==> config.mk <==
export PLATFORM = sky130hd
export DESIGN_NAME = alu_sched
export DESIGN_NICKNAME = d
export VERILOG_FILES = /design/src/rtl/alu_sched.sv
export SDC_FILE = /design/constraint.sdc
export NUM_CORES = 1
export LEC_CHECK = 0
export CAP_MARGIN = 10
export CORE_UTILIZATION = 33
export CTS_BUF_LIST = sky130_fd_sc_hd__clkbuf_4 sky130_fd_sc_hd__clkbuf_8
export CTS_CLUSTER_DIAMETER = 50
export DETAILED_ROUTE_END_ITERATION = 8
export PLACE_DENSITY = 0.76
export SYNTH_ARGS = -nofsm -noshare
export SYNTH_HDL_FRONTEND = slang
export SYNTH_SLANG_ARGS = --single-unit
==> constraint.sdc <==
create_clock -name clk -period 9.93 [get_ports clk]
set_input_delay 1.986 -clock clk [delete_from_list [all_inputs] [get_ports clk]]
set_output_delay 1.986 -clock clk [all_outputs]
set_load 0.02 [all_outputs]
==> src/rtl/alu_sched.sv <==
// alu_sched: round-robin scheduler sharing one ALU among NUM_REQ requesters.
// Ports: req_* in (valid/op/a/b), req_rdy one-hot accept; alu_* issue/result;
// rsp_* tagged response with valid/ready. Async active-high reset.
// Optional macro ALU_SCHED_OPCHK_EN: opcodes outside 1..6 answered with
// rsp_err=1, rsp_data=0 and never issued to the ALU.
module alu_sched #(
  parameter int NUM_REQ = 4,
  parameter int DATA_W  = 16,
  parameter int OPC_W   = 3,
  parameter int ID_W    = 2
) (
  input  logic                      clk,
  input  logic                      reset,
  input  logic [NUM_REQ-1:0]        req_vld,
  input  logic [NUM_REQ*OPC_W-1:0]  req_opcode,
  input  logic [NUM_REQ*DATA_W-1:0] req_a,
  input  logic [NUM_REQ*DATA_W-1:0] req_b,
  output logic [NUM_REQ-1:0]        req_rdy,
  output logic                      alu_vld,
  output logic [OPC_W-1:0]          alu_opcode,
  output logic [DATA_W-1:0]         alu_a,
  output logic [DATA_W-1:0]         alu_b,
  input  logic [DATA_W-1:0]         alu_out,
  input  logic                      alu_opVld,
  output logic                      rsp_vld,
  output logic [ID_W-1:0]           rsp_id,
  output logic [DATA_W-1:0]         rsp_data,
  output logic                      rsp_err,
  input  logic                      rsp_rdy
);

  typedef enum logic [1:0] {
    IDLE,
    ISSUE,
    WAIT,
    RESP
  } state_t;

  state_t state, state_nxt;

  logic [ID_W-1:0]   rr_ptr;
  logic [ID_W-1:0]   gnt_id;
  logic [ID_W-1:0]   id_q;
  logic [ID_W:0]     cand;
  logic              gnt_any;
  logic              accept;
  logic              illegal;
  logic [OPC_W-1:0]  gnt_opc;
  logic [OPC_W-1:0]  opc_q;
  logic [DATA_W-1:0] gnt_a;
  logic [DATA_W-1:0] gnt_b;
  logic [DATA_W-1:0] a_q;
  logic [DATA_W-1:0] b_q;
  logic [DATA_W-1:0] data_q;
  logic              unused_opvld;

  // Result timing is fixed by ALU latency; the sticky valid carries no info.
  assign unused_opvld = alu_opVld;

  // Search rr_ptr, rr_ptr+1, ... modulo NUM_REQ for the first valid request.
  always_comb begin
    gnt_any = 1'b0;
    gnt_id  = '0;
    cand    = '0;
    for (int i = 0; i < NUM_REQ; i++) begin
      cand = {1'b0, rr_ptr} + (ID_W+1)'(i);
      if (cand >= (ID_W+1)'(NUM_REQ))
        cand = cand - (ID_W+1)'(NUM_REQ);
      if (!gnt_any && req_vld[cand[ID_W-1:0]]) begin
        gnt_any = 1'b1;
        gnt_id  = cand[ID_W-1:0];
      end
    end
  end

  assign gnt_opc = req_opcode[int'(gnt_id)*OPC_W +: OPC_W];
  assign gnt_a   = req_a[int'(gnt_id)*DATA_W +: DATA_W];
  assign gnt_b   = req_b[int'(gnt_id)*DATA_W +: DATA_W];

  // Gated by reset so every output reads 0 while reset is held.
  assign accept = (state == IDLE) && gnt_any && !reset;

  always_comb begin
    req_rdy = '0;
    if (accept)
      req_rdy[gnt_id] = 1'b1;
  end

`ifdef ALU_SCHED_OPCHK_EN
  assign illegal = (gnt_opc == '0) || (gnt_opc > OPC_W'(6));
`else
  assign illegal = 1'b0;
`endif

  always_comb begin
    state_nxt = state;
    case (state)
      IDLE:    if (accept) state_nxt = illegal ? RESP : ISSUE;
      ISSUE:   state_nxt = WAIT;
      WAIT:    state_nxt = RESP;
      RESP:    if (rsp_rdy) state_nxt = IDLE;
      default: state_nxt = IDLE;
    endcase
  end

  always_ff @(posedge clk or posedge reset) begin
    if (reset) begin
      state  <= IDLE;
      rr_ptr <= '0;
      id_q   <= '0;
      opc_q  <= '0;
      a_q    <= '0;
      b_q    <= '0;
      data_q <= '0;
    end else begin
      state <= state_nxt;
      if (accept) begin
        rr_ptr <= (gnt_id == ID_W'(NUM_REQ-1)) ? '0
                                                : gnt_id + ID_W'(1);
        id_q   <= gnt_id;
        if (!illegal) begin
          opc_q <= gnt_opc;
          a_q   <= gnt_a;
          b_q   <= gnt_b;
        end
      end
      if (accept && illegal)
        data_q <= '0;
      else if (state == WAIT)
        data_q <= alu_out;
    end
  end

`ifdef ALU_SCHED_OPCHK_EN
  logic err_q;

  always_ff @(posedge clk or posedge reset) begin
    if (reset)
      err_q <= 1'b0;
    else if (accept)
      err_q <= illegal;
  end

  assign rsp_err = err_q;
`else
  assign rsp_err = 1'b0;
`endif

  assign alu_vld    = (state == ISSUE);
  assign alu_opcode = opc_q;
  assign alu_a      = a_q;
  assign alu_b      = b_q;
  assign rsp_vld    = (state == RESP);
  assign rsp_id     = id_q;
  assign rsp_data   = data_q;

endmodule

# Yosys cells after proc, flatten, opt, wreduce, memory -nomap -nowiden
# Cells that the tools add are included.
# word_totals
ff_bits,57
inputBits,164
out_inout_bits,60
wordCells,74
# op_classes
n_addsub,8
n_mul,1
order_cmp,10
eq_ne,6
shift,3
muxes,27
n_reduce_logical,12
# ops
cell,n
$shiftx 64x7->16,2
$mux 2,11
$lt 2x3->1 const B,5
$shiftx 12x5->3,1
$ge 3x3->1 const B,3
$mux 1,9
$bmux 1 s2,4
$pmux 2 s4,1
$sub 2x1->2 const B,4
$add 2x2->3 const B,2
$eq 2x2->1 const B,3
$logic_and 1x1->1,6
$logic_not 1->1,4
$mul 2x2->4 const B,1
$mux 4,1
$add 2x1->3 const B,1
$ge 2x3->1 const B,1
$add 2x1->2 const B,1
$demux 1 s2,1
$eq 2x1->1 const B,1
$ge 2x1->1 const B,1
$logic_not 2->1,1
$ne 2x1->1 const B,1
$ne 2x2->1 const B,1
$reduce_and 2->1,1

# Logic depth before layout (Yosys ltp)
# Gate-level depths: netlist of the first run.
# logic_depth
word_depth,19
mapped_depth,9
depth_no_buf,7

# Least setup slack after synthesis of the first run
# No wires, ideal clock.
# synth_timing
path_kind,input port to output port
from,input reset
to,output req_rdy[0]
arrival_ns,4.205
required_time_ns,7.944
slack_ns,3.739
cell_stages,5
n_path_buf,2
cell_sequence,inv_1 -> and3_1 -> buf_6 -> clkbuf_1 -> and2_1
# synth_via
elab_chain_cells,3
# synth_lines
item,line_no,rtl
from (decl),13,"input logic reset,"
$logic_not 1->1 (no line),-,
$logic_and 1x1->1,81,assign accept = (state == IDLE) && gnt_any && !reset;
$mux 4,85,if (accept)
to (decl),18,"output logic [NUM_REQ-1:0] req_rdy,"
# Every way passes these cells.

# Worst setup path in the final report of the first run
# layout_timing
from,input req_vld[0]
to,output req_rdy[0]
# layout_via
elab_chain_cells,17
word_cells_on_any_way,30
# layout_lines
item,line_no,rtl
from (decl),14,"input logic [NUM_REQ-1:0] req_vld,"
$bmux 1 s2,69,if (!gnt_any && req_vld[cand[ID_W-1:0]]) begin
$mux 1 (not written as such),69,
$mux 1,69,
$logic_not 1->1,69,
$logic_and 1x1->1,69,
$mux 1,69,
$logic_not 1->1,69,
$logic_and 1x1->1,69,
[... 2 more ...],-,
$logic_and 1x1->1,69,
$mux 2 *,69,
named net gnt_id[0],42,logic [ID_W-1:0] gnt_id;
$lt 2x3->1 (not written as such) or $ge 2x1->1 (tied branches),86,req_rdy[gnt_id] = 1'b1;
$logic_and 1x1->1 (not written as such),86,
$mux 1 (not written as such),86,
$demux 1 s2 *,86,
$mux 4 *,85,
# Mark *: on every way through the listed nets, which the timed path passes. The rest lies on a longest branch. The select of a mux whose other input is x is not followed.

==> flow_metrics.py, run 1 <==
metrics = {
    "status": {
        "status": "complete, no violations",
    },
    "clock_network": {
        "cts_buffers": 9,
        "tritoncts": "done",
        "clock_path_buffers": 2,
        "cts_setup_buffers": 0,
        "insertion_delay_ps": 330,
        "cts_root_buf": "clkbuf_8",
        "cts_resized": 0,
        "cts-hold-fix-buffers": 0,
        "path_clk_slew_ps": 70,
        "cts_sinks": 57,
        "htreeDepth": 3,
    },
    "layout": {
        "final_nets": 679,
        "drive_above_1_share_pct": 11.9,
        "fin_cells": 644,
        "final_area_mm2": 0.00577,
        "syn_to_final_growth_pct": 74.6,
        "diodes": 0,
        "fin_util_pct": 59.3,
    },
    "floorplan": {
        "core_mm2": 0.00973,
        "die_width_um": 102,
        "die_area_mm2": 0.0104,
        "fp.dieH_um": 102,
        "io_pins": 224,
        "rows": 36,
        "start_util_pct": 34.0,
    },
    "critical_path": {
        "r2r-start": "state[0]$_DFFE_PP0P_",
        "slowest_delay_ps": 560,
        "cp_common_cell": "clkdlybuf4s50_1",
        "rr_worst_depth": 6,
        "cp.arrival_ps": 4690,
        "reg2reg_setup_slack_ps": 6760,
        "cp-end-kind": "output port",
        "cp_max_fo": 31,
        "path_class": "input pin to output port",
        "path_cells": "clkdlybuf4s50_1 > nor3b_1 > a21o_1 > a21oi_2 > clkinv_2 > ha_1 > and2_1 > clkdlybuf4s50_1",
        "cp.required_ps": 7940,
        "cpMaxStageDelayCell": "clkdlybuf4s50_1",
        "critPathLaunchType": "input pin",
        "r2r_end": "alu_a[1]$_DFFE_PP0P_",
    },
    "placement": {
        "dp_slack_ps": 3250,
        "gp_congestion": 0.799,
        "dpl.hpwl_um": 7580,
        "port_buffers": 221,
        "dp_cells": 628,
        "place_area_mm2": 0.00557,
    },
    "hold_path": {
        "hold_path_class": "flop to flop",
        "min_delay_path_depth": 1,
        "min_to": "alu_a[9]$_DFFE_PP0P_",
        "hp-start": "alu_a[9]$_DFFE_PP0P_",
    },
    "run": {
        "maxCapViolCount": 0,
    },
    "logic_synthesis": {
        "synth-main-ff-cell": "dfrtp_1",
        "ys_types": 34,
        "ys_warn_count": 0,
        "syn_nets": 466,
        "syn-mean-instance-area_um2": 11.3,
        "yosys.area.top_type_share_pct": 43.1,
        "synthCells": 293,
        "syn_area_mm2": 0.00331,
        "synth_seq_cells": 57,
        "synth_common_cells": "57 x dfrtp_1, 51 x mux2i_1, 37 x mux2_2",
        "async_reset_ff_share_pct": 100,
        "synth_edf_count": 0,
        "yosysTopAreaCell": "dfrtp_1",
        "synth_most_common_cell": "dfrtp_1",
        "synth_area_leaders": "dfrtp_1 43%, mux2i_1 15%, mux2_2 13%",
        "ys_seq_area_share_pct": 43.1,
    },
    "global_routing": {
        "grt_pass1_wl_um": 15100,
        "grt_overflow_total": 0,
        "antenna_found_initial": 0,
        "grtUsageTotal_pct": 19.1,
        "grt_max_degree": 59,
        "grt_pass1_vias": 3143,
    },
    "power_and_ir_drop": {
        "power_frac_comb_pct": 56.9,
        "p_leak_nw": 2.51,
        "p_switching_mw": 0.564,
        "clockPowerShare_pct": 15.1,
        "swShare_pct": 38.4,
        "p_int_mw": 0.904,
        "peakVddDrop_uv": 156,
        "p_seq_share_pct": 28.0,
        "p_per_area_mw_per_mm2": 254,
    },
    "timing": {
        "setup_tns_ps": 0,
        "period_needed_ps": 6680,
        "tightest_slew_ps": 1160,
        "max_freq_ghz": 0.150,
        "setup_slack_ps": 3250,
        "maxSlewViolCount": 0,
        "finalSetupViolCount": 0,
        "slew_headroom_pct": 23.0,
        "skew_ps": 11.9,
        "fin_crit_sh_pct": 67.3,
        "rsz0062_at_grt": "no",
        "final-hold-violation-count": 0,
    },
    "route": {
        "wirelength_um": 10200,
        "vias": 3172,
        "vias_per_cell": 4.93,
        "drtIter0Drc": 53,
        "wire_per_inst_um": 15.9,
        "firstDrtPassIters": 4,
        "drc": 0,
        "drtAntennaViolNets": 0,
    },
}
-- flip-flops by register name, summed over array words and instances (netlist names) --
name,count
rr_ptr,2
state,2
rsp_data,16
alu_b,16
rsp_id,2
alu_opcode,3
alu_a,16
-- power groups by stage --
stage,sequential (mW),combinational (mW),clock (mW)
finish,0.412,0.835,0.221
global route,0.428,0.896,0.242
CTS,0.414,0.845,0.230
detailed placement,0.416,0.842,0
global placement,0.409,0.827,0
floorplan,0.538,0.371,0
-- worst max path at each step --
stage | start | slack [ps] | to | depth (start not counted)
finish | req_vld[0] | 3250 | req_rdy[0] | 8
global route | req_vld[0] | 3080 | req_rdy[0] | 8
CTS | req_vld[0] | 3220 | req_rdy[0] | 8
detailed placement | req_vld[0] | 3250 | req_rdy[0] | 8
global placement | req_vld[1] | 3300 | req_rdy[2] | 8
floorplan | reset | 3740 | req_rdy[0] | 5
-- through the flow --
stage | power [mW] | hold WS, ps
3_3_place_gp | 1.24 | 457
4_1_cts | 1.49 | 481
3_5_place_dp | 1.26 | 465
6_report | 1.47 | 476
5_1_grt | 1.57 | 486
2_1_floorplan | 0.909 | 533
-- worst max-delay path, delay by kind of cell --
kind	cells	cell delay [ps]
adders and majority gates	1	430
buffers and inverters	3	1540
AOI/OAI and AO/OA	2	410
and+or+nand+nor	2	320
-- metal layers --
metal / share of wire, % / GRT usage, %
met4: 0.62 / 5.93
met2: 50 / 35.0
met5: 0 / 0
met1: 40 / 20.6
met3: 9.7 / 6.70
-- placed cells by master, fill, tap and decap left out, drive strengths merged, types with 2 or more instances in the layout --
master,netlist,final
mux2,37,37
buf,15,3
clkbuf,7,9
clkinv,0,4
ha,9,9
inv,9,9
clkinvlp,0,2
o22ai,35,35
nor2,2,2
mux2i,51,51
clkdlybuf4s50,0,221
nand3,2,2
a21oi,24,24
nand2,9,9
a21o,17,17
dfrtp,57,57
and2,4,4
-- cells by family (layout without fill, tap and decap cells) --
family          after synthesis  in the layout  synth area share [%]
fa+ha+maj                     9              9                  3.41
simple gates                 23             23                  3.48
buf+inv                      31            249                  5.26
other cells                   1              1                 0.113
mux                          88             88                  28.0
flops                        57             57                  43.1
compound gates               84             84                  16.6
-- cell type report --
cell class              instances  area (um^2)
inverters                       9         35.0
repair buffers                224         2230
clock buffers                   9          124
fillers                       850         3960
flip-flops and latches         57         1430
well taps                     133          166
multi-input cells             205         1710
clock inverters                 7         80.1
Power figures use the tool's default switching activity.
==> run 2: changes to the inputs <==
--- a/config.mk
+++ b/config.mk
@@ -10,7 +10,7 @@
 export CTS_BUF_LIST = sky130_fd_sc_hd__clkbuf_4 sky130_fd_sc_hd__clkbuf_8
 export CTS_CLUSTER_DIAMETER = 50
 export DETAILED_ROUTE_END_ITERATION = 8
-export PLACE_DENSITY = 0.76
+export PLACE_DENSITY = 0.79
 export SYNTH_ARGS = -nofsm -noshare
 export SYNTH_HDL_FRONTEND = slang
 export SYNTH_SLANG_ARGS = --single-unit
==> constraint.sdc (replaced) <==
create_clock -name clk -period 5.5 [get_ports clk]
set_input_delay 1.1 -clock clk [delete_from_list [all_inputs] [get_ports clk]]
set_output_delay 1.1 -clock clk [all_outputs]
set_load 0.02 [all_outputs]
==> flow_metrics.py, run 2 (synthesis gave the netlist of run 1 again) <==
metrics = {
    "route": {
        "wire_per_inst_um": 15.8,
        "vias": 3236,
        "drtIter0Drc": 52,
        "wirelength_um": 10200,
        "drtAntennaViolNets": 0,
        "firstDrtPassIters": 4,
        "drc": 0,
        "vias_per_cell": 5.00,
    },
    "timing": {
        "setup_tns_ps": 0,
        "fin_crit_sh_pct": 83.4,
        "holdWs_ps": 478,
        "maxSlewViolCount": 0,
        "tightest_slew_ps": 1010,
        "finalSetupViolCount": 0,
        "period_needed_ps": 4590,
        "slew_headroom_pct": 32.7,
        "skew_ps": 10.7,
        "max_freq_ghz": 0.218,
        "final-hold-violation-count": 0,
        "rsz0062_at_grt": "no",
    },
    "placement": {
        "gp_congestion": 0.768,
        "dpl.hpwl_um": 7670,
        "port_buffers": 221,
    },
    "critical_path": {
        "rr_worst_depth": 6,
        "path_depth": 8,
        "cp_max_fo": 5,
        "critPathLaunchType": "input pin",
        "cp.arrival_ps": 3490,
        "path_cells": "clkdlybuf4s50_1 > nand2_1 > a221oi_1 > nor2_1 > inv_1 > ha_1 > and2_1 > clkdlybuf4s50_1",
        "path_delay_family": "buffers and inverters",
        "path_class": "input pin to output port",
        "cp.required_ps": 4400,
        "reg2reg_setup_slack_ps": 3240,
        "cpMaxStageDelayCell": "clkdlybuf4s50_1",
        "cp-end-kind": "output port",
        "cp_common_cell": "clkdlybuf4s50_1",
        "slowest_delay_ps": 620,
        "crit_buf_inv": 3,
    },
    "clock_network": {
        "cts_sinks": 57,
        "cts_setup_buffers": 0,
        "cts_resized": 0,
        "clock_path_buffers": 2,
        "insertion_delay_ps": 340,
        "cts_root_buf": "clkbuf_8",
        "htreeDepth": 3,
        "path_clk_slew_ps": 80,
        "tritoncts": "done",
        "cts-hold-fix-buffers": 0,
        "cts_buffers": 9,
    },
    "global_routing": {
        "grt_max_degree": 59,
        "grt_pass1_vias": 3267,
        "grt_overflow_total": 0,
        "grtUsageTotal_pct": 19.3,
        "grt_pass1_wl_um": 15600,
        "antenna_found_initial": 0,
    },
    "layout": {
        "fill_cells": 853,
        "fin_util_pct": 59.3,
        "final_nets": 682,
        "mostFrequentLayoutCell": "clkdlybuf4s50_1",
        "final_cell_mix": "221 x clkdlybuf4s50_1, 57 x dfrtp_1, 51 x mux2i_1",
        "syn_to_final_growth_pct": 74.5,
        "diodes": 0,
        "drive_above_1_share_pct": 12.5,
    },
    "hold_path": {
        "hold_path_class": "flop to flop",
        "min_delay_path_depth": 1,
    },
    "floorplan": {
        "die_width_um": 102,
        "fp.dieH_um": 102,
        "die_area_mm2": 0.0104,
        "rows": 36,
        "start_util_pct": 34.0,
        "core_mm2": 0.00973,
        "io_pins": 224,
    },
    "power_and_ir_drop": {
        "p_leak_nw": 2.51,
        "peakVddDrop_uv": 351,
        "p_total_mw": 2.62,
        "p_per_area_mw_per_mm2": 453,
    },
    "status": {
        "status": "complete, no violations",
    },
    "run": {
        "maxCapViolCount": 0,
    },
}
==> run 2: changes by cell type in the layout (fill, tap and decap cells not counted) <==
cell,change
buf_4,+3
bufinv_16,-1
clkinv_4,-1
clkinvlp_4,+2
==> run 2: path summary, 6_finish.rpt <==
| kind | from | to |
|---|---|---|
| setup reg to reg | state[0]$_DFFE_PP0P_ | alu_opcode[0]$_DFFE_PP0P_ |
| hold reg to reg | alu_a[15]$_DFFE_PP0P_ | alu_a[15]$_DFFE_PP0P_ |
| hold / removal | alu_a[15]$_DFFE_PP0P_ | alu_a[15]$_DFFE_PP0P_ |
| setup / recovery | req_vld[0] | req_rdy[1] |
| max in group asynchronous | reset | alu_b[13]$_DFFE_PP0P_ |
| min in group asynchronous | reset | rsp_data[0]$_DFFE_PP0P_ |
==> run 2: worst register-to-register path, delay by kind of cell (launching register included) <==
kind | cells | cell delay (ps)
AOI/OAI and AO/OA | 2 | 510
adders and majority gates | 1 | 200
and+or+nand+nor | 2 | 940
buffers and inverters | 1 | 130
DFF | 1 | 410
==> run 2: per-stage QoR <==
step	instances	setup slack [ps]	instance area, um^2
2_1_floorplan	293	1080	3310
3_3_place_gp	631	996	5590
3_5_place_dp	631	909	5590
4_1_cts	647	905	5770
5_1_grt	647	781	5770
6_report	647	913	5770
==> run 2: metal layers <==
layer	share of wire (%)	routed length, um	up-vias	GRT usage, %
met5	0	0	-	0
met4	1.4	142	0	5.82
met3	10	1040	13	6.77
met2	50	5110	151	34.1
met1	39	3940	1555	21.9
li1	-	-	1517	-
==> run 2: layout make-up <==
| type | count | area [um^2] | area share (%) |
|---|---|---|---|
| clock buffers | 9 | 124 | 2.15 |
| flip-flops and latches | 57 | 1430 | 24.7 |
| clock inverters | 7 | 56.3 | 0.976 |
| repair buffers | 227 | 2260 | 39.1 |
| well taps | 133 | 166 | 2.88 |
| inverters | 9 | 35.0 | 0.607 |
| multi-input cells | 205 | 1710 | 29.6 |
==> run 2: report_power, final <==
part | switching [mW] | leakage [nW] | internal, mW | total, mW
Clock | 0.195 | 0.0781 | 0.166 | 0.360
Combinational | 0.715 | 1.76 | 0.800 | 1.52
Sequential | 0.115 | 0.668 | 0.627 | 0.742
Total | 1.02 | 2.51 | 1.59 | 2.62
==> run 3: changes to the inputs <==
==> constraint.sdc (replaced) <==
create_clock -name clk -period 3.9 [get_ports clk]
set_input_delay 0.78 -clock clk [delete_from_list [all_inputs] [get_ports clk]]
set_output_delay 0.78 -clock clk [all_outputs]
set_load 0.02 [all_outputs]
==> flow_metrics.py, run 3 (synthesis gave the netlist of run 1 again) <==
metrics = {
    "global_routing": {
        "grt_pass1_vias": 3236,
        "grt_pass1_wl_um": 15800,
        "antenna_found_initial": 0,
        "grtUsageTotal_pct": 19.8,
        "grt_max_degree": 59,
        "grt_overflow_total": 0,
    },
    "clock_network": {
        "clock_path_buffers": 2,
        "path_clk_slew_ps": 70,
        "cts_sinks": 57,
        "cts_setup_buffers": 0,
        "cts_buffers": 9,
        "cts_resized": 0,
        "insertion_delay_ps": 330,
        "tritoncts": "done",
        "cts_root_buf": "clkbuf_8",
        "htreeDepth": 3,
        "cts-hold-fix-buffers": 0,
    },
    "layout": {
        "mostFrequentLayoutCell": "clkdlybuf4s50_1",
        "final_cell_mix": "221 x clkdlybuf4s50_1, 57 x dfrtp_1, 51 x mux2i_1",
        "register_area_mm2": 0.00143,
        "multi_input_area_mm2": 0.00171,
        "fin_util_pct": 59.9,
        "fin_cells": 648,
        "final_nets": 683,
        "drive_above_1_share_pct": 12.6,
        "diodes": 0,
        "syn_to_final_growth_pct": 76.2,
        "fill_cells": 854,
    },
    "floorplan": {
        "io_pins": 224,
        "die_width_um": 102,
        "rows": 36,
        "die_area_mm2": 0.0104,
        "fp.dieH_um": 102,
        "core_mm2": 0.00973,
        "start_util_pct": 34.0,
    },
    "placement": {
        "dp_cells": 632,
        "port_buffers": 221,
        "gp_congestion": 0.766,
        "dpl.hpwl_um": 7750,
    },
    "timing": {
        "max_freq_ghz": 0.269,
        "slew_headroom_pct": 33.3,
        "setup_tns_ps": 0,
        "period_needed_ps": 3720,
        "skew_ps": 9.15,
        "fin_crit_sh_pct": 95.3,
        "rsz0062_at_grt": "no",
        "final-hold-violation-count": 0,
        "maxSlewViolCount": 0,
        "finalSetupViolCount": 0,
        "tightest_slew_ps": 997,
    },
    "hold_path": {
        "min_delay_path_depth": 1,
        "hold_path_class": "flop to flop",
        "hp-start": "alu_a[11]$_DFFE_PP0P_",
        "min_to": "alu_a[11]$_DFFE_PP0P_",
    },
    "critical_path": {
        "cp.required_ps": 3120,
        "critPathLaunchType": "input pin",
        "reg2reg_setup_slack_ps": 1590,
        "r2r_end": "alu_opcode[1]$_DFFE_PP0P_",
        "path_class": "input pin to output port",
        "cp_max_fo": 10,
        "rr_worst_depth": 8,
        "cp.arrival_ps": 2940,
        "cp-end-kind": "output port",
        "r2r-start": "rr_ptr[1]$_DFFE_PP0P_",
    },
    "status": {
        "status": "complete, no violations",
    },
    "power_and_ir_drop": {
        "p_int_mw": 2.41,
        "power_frac_comb_pct": 55.9,
        "p_leak_nw": 2.55,
        "peakVddDrop_uv": 443,
        "p_switching_mw": 1.42,
        "clockPowerShare_pct": 16.7,
        "swShare_pct": 37.1,
        "p_seq_share_pct": 27.4,
        "p_total_mw": 3.83,
        "p_per_area_mw_per_mm2": 656,
    },
    "route": {
        "drtAntennaViolNets": 0,
        "wire_per_inst_um": 16.1,
        "vias": 3197,
        "firstDrtPassIters": 4,
        "wirelength_um": 10400,
        "vias_per_cell": 4.93,
        "drtIter0Drc": 37,
        "drc": 0,
    },
    "run": {
        "maxCapViolCount": 0,
    },
}
run 3: changes by cell type in the layout (fill, tap and decap cells not counted):
cell	previous run	this run
buf_4	6	7
bufinv_16	0	2
clkbuf_8	9	11
clkinv_2	1	3
clkinv_4	2	0
clkinvlp_4	4	1
inv_6	1	0
run 3: worst max-delay path by stage:
stage / endpoint / slack, ps / startpoint
global placement: req_rdy[1] / 230 / req_vld[2]
floorplan: req_rdy[0] / 120 / reset
detailed placement: req_rdy[2] / 190 / req_vld[2]
global route: req_rdy[0] / 6 / req_vld[0]
CTS: req_rdy[0] / 190 / req_vld[2]
finish: req_rdy[3] / 180 / req_vld[2]
run 3: critical path, stage by stage:
cell,delay (ps)
clkdlybuf4s50_1,500
or4_1,560
and3_1,330
and2_1,220
clkdlybuf4s50_1,540
run 3: power groups by stage:
stage	clock network (mW)	registers [mW]	logic, mW
after floorplan	0	1.37	0.946
after global placement	0	1.04	2.12
after detailed placement	0	1.06	2.16
after CTS	0.664	1.05	2.17
after global routing	0.688	1.09	2.30
final	0.640	1.05	2.14
run 3: final cells by class:
type,instances,area share (%)
timing repair buffer,228,38.9
multi-input combinational,205,29.3
clock inverter,5,1.33
sequential,57,24.5
tap,133,2.86
clock buffer,11,2.60
inverter,9,0.601
run 3: layer usage:
metal	up-vias	wire [um]	global-route usage, %
met3	14	1030	8.07
met1	1506	4080	22.0
li1	1519	-	-
met4	0	122	5.71
met5	-	0	0
met2	158	5190	34.8
run 3: metrics by stage:
| stage | hold WS (ps) | cell area [um^2] | setup slack, ps |
|---|---|---|---|
| floorplan | 533 | 3310 | 121 |
| global placement | 457 | 5600 | 231 |
| detailed placement | 465 | 5600 | 189 |
| CTS | 481 | 5830 | 187 |
| global route | 490 | 5830 | 6.48 |
| finish | 476 | 5830 | 182 |
